File: config.mk
export PLATFORM = sky130hd
export DESIGN_NAME = if_fetch_stage
export DESIGN_NICKNAME = d
export VERILOG_FILES = /design/src/rtl/if_fetch_stage.sv
export SDC_FILE = /design/constraint.sdc
export NUM_CORES = 1
export LEC_CHECK = 0
export ABC_AREA = 1
export ABC_CLOCK_PERIOD_IN_PS = 8300
export CORE_AREA = 8 8 163 196
export CTS_CLUSTER_SIZE = 20
export DETAILED_ROUTE_END_ITERATION = 7
export DIE_AREA = 0 0 171 204
export PLACE_DENSITY = 0.6
export SLEW_MARGIN = 30
export SYNTH_ARGS = -nofsm -noshare
export SYNTH_HDL_FRONTEND = slang
export SYNTH_SLANG_ARGS = --single-unit
File: constraint.sdc
create_clock -name clk -period 8.3 [get_ports clk]
set_clock_uncertainty 0.1 [all_clocks]
set_input_delay 1.66 -clock clk [delete_from_list [all_inputs] [get_ports clk]]
set_output_delay 1.66 -clock clk [all_outputs]
set_load 0.02 [all_outputs]
File: src/rtl/if_fetch_stage.sv
// ---------------------------------------------------------------------------
// if_fetch_stage
//   Instruction-fetch stage feeding an IF/ID pipeline register. It issues one
//   request per word to a ready/valid-style instruction memory and absorbs
//   decode stalls with a one-entry skid buffer. Redirects are handled without
//   a delay slot: a redirect that lands while a response is still outstanding
//   is remembered in redir_pc until that response can be thrown away.
//
// Ports
//   clk                 rising-edge clock
//   rst                 asynchronous, active-high reset
//   shouldStall         decode holds its instruction this cycle
//   shouldJumpOrBranch  decode requests a redirect (ignored while stalled)
//   jumpOrBranchPc      redirect target (low two bits are dropped)
//   imem_req            request valid towards instruction memory
//   imem_addr           word-aligned byte address of the request (= pc)
//   imem_ready          imem_data is valid for the outstanding request
//   imem_data           fetched instruction word
//   instruction         IF/ID instruction register
//   pc_4                IF/ID fetch address + 4
//   id_valid            IF/ID holds a real fetched word (0 = bubble)
// ---------------------------------------------------------------------------
module if_fetch_stage #(
  parameter logic [31:0] RESET_PC = 32'h0000_0000,
  parameter logic [31:0] NOP_WORD = 32'h0000_0000
) (
  input  logic        clk,
  input  logic        rst,
  input  logic        shouldStall,
  input  logic        shouldJumpOrBranch,
  input  logic [31:0] jumpOrBranchPc,
  output logic        imem_req,
  output logic [31:0] imem_addr,
  input  logic        imem_ready,
  input  logic [31:0] imem_data,
  output logic [31:0] instruction,
  output logic [31:0] pc_4,
  output logic        id_valid
);

  // REQ  : request outstanding at pc, response is wanted
  // HELD : a word sits in the skid buffer because decode stalled; no request
  // DRAIN: request outstanding at pc but its response must be discarded
  typedef enum logic [1:0] {
    ST_REQ   = 2'd0,
    ST_HELD  = 2'd1,
    ST_DRAIN = 2'd2
  } state_t;

  state_t      state_q, state_d;
  logic [31:0] pc_q, pc_d;
  logic [31:0] skid_instr_q, skid_instr_d;
  logic [31:0] skid_pc4_q, skid_pc4_d;
  logic [31:0] redir_pc_q, redir_pc_d;
  logic [31:0] instr_q, instr_d;
  logic [31:0] pc4_q, pc4_d;
  logic        valid_q, valid_d;

  logic        redirect;
  logic [31:0] target;
  logic [31:0] pc_plus4;

  // A redirect only counts when decode is not stalled.
  assign redirect  = shouldJumpOrBranch & ~shouldStall;
  assign target    = jumpOrBranchPc & 32'hFFFF_FFFC;
  assign pc_plus4  = pc_q + 32'd4;   // wraps modulo 2^32

  // The request is gated by rst so it is low for the whole reset interval.
  assign imem_req    = ~rst & (state_q != ST_HELD);
  assign imem_addr   = pc_q;
  assign instruction = instr_q;
  assign pc_4        = pc4_q;
  assign id_valid    = valid_q;

  // Next-state logic for the fetch FSM, pc, skid buffer and IF/ID register.
  always_comb begin
    state_d      = state_q;
    pc_d         = pc_q;
    skid_instr_d = skid_instr_q;
    skid_pc4_d   = skid_pc4_q;
    redir_pc_d   = redir_pc_q;

    // IF/ID defaults to a bubble whenever decode can take something; the
    // cases below overwrite it when a real word is delivered.
    if (!shouldStall) begin
      instr_d = NOP_WORD;
      pc4_d   = 32'h0000_0000;
      valid_d = 1'b0;
    end else begin
      instr_d = instr_q;
      pc4_d   = pc4_q;
      valid_d = valid_q;
    end

    case (state_q)
      ST_REQ: begin
        if (imem_ready) begin
          if (shouldStall) begin
            // Decode cannot take the word: park it and stop requesting.
            skid_instr_d = imem_data;
            skid_pc4_d   = pc_plus4;
            pc_d         = pc_plus4;
            state_d      = ST_HELD;
          end else if (redirect) begin
            // Word fetched this cycle is on the wrong path: drop it.
            pc_d = target;
          end else begin
            instr_d = imem_data;
            pc4_d   = pc_plus4;
            valid_d = 1'b1;
            pc_d    = pc_plus4;
          end
        end else begin
          // Address must stay put until the response arrives, so a redirect
          // is deferred and the in-flight response will be drained.
          if (redirect) begin
            redir_pc_d = target;
            state_d    = ST_DRAIN;
          end else begin
            state_d = ST_REQ;
          end
        end
      end

      ST_HELD: begin
        if (!shouldStall) begin
          state_d = ST_REQ;
          if (redirect) begin
            pc_d = target;
          end else begin
            instr_d = skid_instr_q;
            pc4_d   = skid_pc4_q;
            valid_d = 1'b1;
          end
        end else begin
          state_d = ST_HELD;
        end
      end

      ST_DRAIN: begin
        // The latest honoured redirect wins, including one in the same
        // cycle the stale response finally returns.
        if (redirect) begin
          redir_pc_d = target;
        end else begin
          redir_pc_d = redir_pc_q;
        end
        if (imem_ready) begin
          pc_d    = redirect ? target : redir_pc_q;
          state_d = ST_REQ;
        end else begin
          state_d = ST_DRAIN;
        end
      end

      default: begin
        state_d = ST_REQ;
      end
    endcase
  end

  // State registers with asynchronous reset.
  always_ff @(posedge clk or posedge rst) begin
    if (rst) begin
      state_q      <= ST_REQ;
      pc_q         <= RESET_PC;
      skid_instr_q <= 32'h0000_0000;
      skid_pc4_q   <= 32'h0000_0000;
      redir_pc_q   <= 32'h0000_0000;
      instr_q      <= NOP_WORD;
      pc4_q        <= 32'h0000_0000;
      valid_q      <= 1'b0;
    end else begin
      state_q      <= state_d;
      pc_q         <= pc_d;
      skid_instr_q <= skid_instr_d;
      skid_pc4_q   <= skid_pc4_d;
      redir_pc_q   <= redir_pc_d;
      instr_q      <= instr_d;
      pc4_q        <= pc4_d;
      valid_q      <= valid_d;
    end
  end

endmodule

==> summary by stage <==
Timing
Counting I/O delays and the setup requirement, the final critical path takes between 4 and 5 ns. Headroom to the max-slew limit came out at 42.5%. The final critical path takes up 56.2% of the cycle.

The post-route worst setup slack is roughly 3.6 ns. The sum of negative setup slack is 0 ns. The total count of max-transition violations in the final report is 0. The final hold violation count was 0. At the pin with the least slew margin, the transition time is between 0.8 and 0.9 ns.

Setup repair after global routing left no endpoint under its margin. Timing would allow up to 214 MHz. The total setup violations reported at the end of the flow is 0.

Detailed routing
For this run, design rule violations remaining after detail routing come to 0. Dividing the detail-routed wire length by the instance count gives about 16 µm. For this run, the detailed router's first-pass iteration total came to 5. For this block, the routed nets add up to slightly below 30 mm of wire. The detailed router finished its first iteration with 678 violations. After detailed routing, the number of vias per cell comes to 4.84. The remaining number of nets flagged by the antenna check after routing is 0. The number of vias after detailed routing is ~9000.

Critical path
The critical-path cell with the highest stage delay is sky130_fd_sc_hd__clkdlybuf4s50_1. The arrival time at the worst endpoint is 2.91 ns. The cell with the most instances on the worst path is sky130_fd_sc_hd__clkdlybuf4s50_1. The maximum fanout encountered on the critical timing path is 2.

The required time at the endpoint of the critical path is approximately 6.5 ns. The setup path with the least slack is of type in2out. The kind of launch point of the worst setup path is a primary input. Walking the worst path, the cells encountered are clkdlybuf4s50_1, nor2_1, clkdlybuf4s50_1.

The maximum cell stage delay along the critical path is between 0.6 and 0.7 ns. The worst setup path is captured at a primary output.

Die
The initial standard-cell utilization of the core is about a third. From left edge to right edge, the die measures ~170 µm. The die area is between 30000 and 40000 µm². The die height is ~200 µm. roughly 170 I/O pins were placed.

The floorplan has 69 rows. The core area is around 29000 µm².

Placed design
The setup slack after placement is 3.63 ns. Routability-driven placement finished with a final weighted congestion of about 0.85. The number of I/O port buffers is 164.

The HPWL reported at the end of detailed placement is between 20 and 25 mm.

Clock network
The total clock buffers created by CTS is 17. The root buffer cell is sky130_fd_sc_hd__clkbuf_16. TritonCTS built the clock tree. Once the clock tree was built, the resizer swapped 0 gates to a different size. The clock tree synthesis step divided the H-tree into 4 levels. Clock-pin slew was measured on the worst setup and hold paths at around 0.080 ns.

The clock network latency to the later pin of the worst-skew pair is around 0.44 ns. Hold repair after CTS inserted 0 buffers. The clock sink count is 195.

Once the clock tree was built, the setup fixing pass inserted 0 buffers. No sink is reached through more buffers than the 2 on the longest clock path.

Finish
The area growth from synthesis to layout is 24.7%. The share of layout cells above drive strength 1 is ~4.4%. The net count of the finished layout is 1503.

Once layout is complete, the utilization of the core stands at about 43%. The antenna diode count is 0.

Synthesis
Counting distinct cell types in the post-synthesis netlist gives 38. Yosys printed 0 warnings. The cell count after synthesis came out at around 1300. Counting every net in the synthesized netlist gives roughly 1400. The dominant combinational cell family by area after synthesis is simple AND/OR/NAND/NOR gates. Summing the areas of all xor and xnor instances in the mapped netlist gives less than 1% of the synthesized area. After synthesis the netlist holds a flip-flop and latch count of approximately 200.

The cell area that synthesis handed to floorplanning was 9900 µm². The most frequently used flop master after synthesis is sky130_fd_sc_hd__dfrtp_1. The library cell with the largest summed area after synthesis is sky130_fd_sc_hd__dfrtp_1. The post-synthesis mux area share is 0%. Counting flops with an async set or reset pin after synthesis yields a share of 100%. Sequential cells were found to cover 49.3% of the synthesized design area.

The average instance in the mapped netlist occupies approximately 7.6 µm². The commonest cells after synthesis are sky130_fd_sc_hd__nand2_1 (512), sky130_fd_sc_hd__dfrtp_1 (195), sky130_fd_sc_hd__inv_1 (134). The area fraction in and, or, nand and nor cells after synthesis is approximately a quarter. The compound-gate portion of the synthesized area is 16.1%.

The number of enable flip-flop cells after synthesis is 0. Summing the areas of all fa, ha and maj instances in the mapped netlist gives less than 1% of the synthesized area. The synthesized design devotes to its leading area cell type between 40% and 50% of total area. The dominant cell by count in the synthesized netlist is sky130_fd_sc_hd__nand2_1. By area the synthesized netlist is led by sky130_fd_sc_hd__dfrtp_1 (49%), sky130_fd_sc_hd__nand2_1 (19%), sky130_fd_sc_hd__o21ai_0 (5.5%).

Power
Internal power comes to ~2.3 mW. IR analysis of the VDD net gives a maximum drop of approximately 0.14 mV. The clock group share of total power is 20.7%.

The leakage power total is about 5.6 nW. The register share of total power is 39.0%. In this run switching power makes up a little over 40% of total power. Power spread over the standard cell area amounts to roughly 320 nW/µm².

The share of total power dissipated in combinational logic is between 40 and 50%. The switching component of the power is between 1.5 and 2 mW.

Global routing
In the global route stage, met3 resource usage came out at roughly 3.1%. Entering global routing, the biggest net connects 121 pins. The layer flagged by global routing as most heavily used is met2. The total global routing track utilization is between 10% and 20%. For this run, global-route usage on met2 was measured as ~28%. The via count of the first global-routing pass is around 8400. For this run, global-route usage on met1 was measured as 22.1%. The total overflow left after global routing is 0. The first global-routing pass estimated 46.6 mm of wire. The initial antenna violation count is 0.

Outcome
The flow ran to the end, and the final reports show no timing, DRC or antenna violations.

Min path
The tightest min-delay check is of the reg2reg type.

Run
Max-cap violations in this run came to 0.
[state kept, by name, summed over array words and instances, names as in the netlist]
signal / count
id_valid: 1
imem_addr: 32
instruction: 32
pc_4: 32
redir_pc_q: 32
skid_instr_q: 32
skid_pc4_q: 32
state_q: 2
[cell type report]
cell class	instances	area [µm²]
tap	390	488
inverter	141	539
clock buffer	21	470
fill	2987	16700
sequential	195	4880
clock inverter	10	98.8
multi-input combinational	901	4160
timing repair buffer	173	1710
[metal layers]
layer | vias to the layer above | part of all wire, %
met3 | 38 | 5.0
li1 | 4419 | -
met2 | 246 | 48
met1 | 4161 | 45
met5 | - | 0
met4 | 0 | 2.7
[kinds of logic (layout without fill, tap and decap cells)]
kind of cell / after synthesis / after routing
xor gates and xnor gates: 9 / 9
DFF: 195 / 195
buffers and inverters: 209 / 345
AOI/OAI and AO/OA: 276 / 276
adders and majority gates: 5 / 5
and+or+nand+nor: 611 / 611
[worst max-delay path, delay by kind of cell]
family        cells  cell delay (ns)
buf+inv           2             1.12
simple gates      1             0.13
[cells in the final DEF (no fill, tap or decap), types with 8 or more instances in the layout]
cell	count
sky130_fd_sc_hd__o21ai_0	109
sky130_fd_sc_hd__a21oi_1	55
sky130_fd_sc_hd__a22oi_1	21
sky130_fd_sc_hd__dfrtp_1	195
sky130_fd_sc_hd__clkdlybuf4s50_1	163
sky130_fd_sc_hd__clkbuf_16	17
sky130_fd_sc_hd__o21ai_1	27
sky130_fd_sc_hd__buf_4	8
sky130_fd_sc_hd__o211ai_1	38
sky130_fd_sc_hd__inv_1	132
sky130_fd_sc_hd__nand3_1	30
sky130_fd_sc_hd__nor2_1	51
sky130_fd_sc_hd__xor2_1	9
sky130_fd_sc_hd__nand2_1	509
[power by group through the flow]
stage	sequential (mW)	clock [mW]	combinational, mW
finish	1.53	0.810	1.58
detailed placement	1.54	0	1.58
global placement	1.53	0	1.56
floorplan	1.62	0	0.865
global route	1.56	0.866	1.77
CTS	1.53	0.833	1.59
[final timing paths]
path / startpoint / endpoint / slack [ns] / cells after the start
setup reg to reg: state_q[0] / redir_pc_q[24] / 5.34 / 9
max in group asynchronous: rst / skid_pc4_q[21] / 5.17 / 3
hold reg to reg: redir_pc_q[26] / redir_pc_q[26] / 0.38 / 2
min in group asynchronous: rst / redir_pc_q[30] / 1.70 / 2
setup / recovery: rst / imem_req / 3.63 / 3
hold / removal: redir_pc_q[26] / redir_pc_q[26] / 0.38 / 2
[stage by stage]
| stage | power [mW] | hold WS (ns) | instances | area (µm²) |
|---|---|---|---|---|
| after floorplan | 2.49 | 0.342 | 1305 | 9900 |
| after global placement | 3.09 | 0.355 | 1800 | 11800 |
| after detailed placement | 3.12 | 0.358 | 1800 | 11800 |
| after CTS | 3.95 | 0.378 | 1831 | 12300 |
| after global routing | 4.20 | 0.392 | 1831 | 12300 |
| final | 3.92 | 0.378 | 1831 | 12300 |
Power figures use the tool's default switching activity.
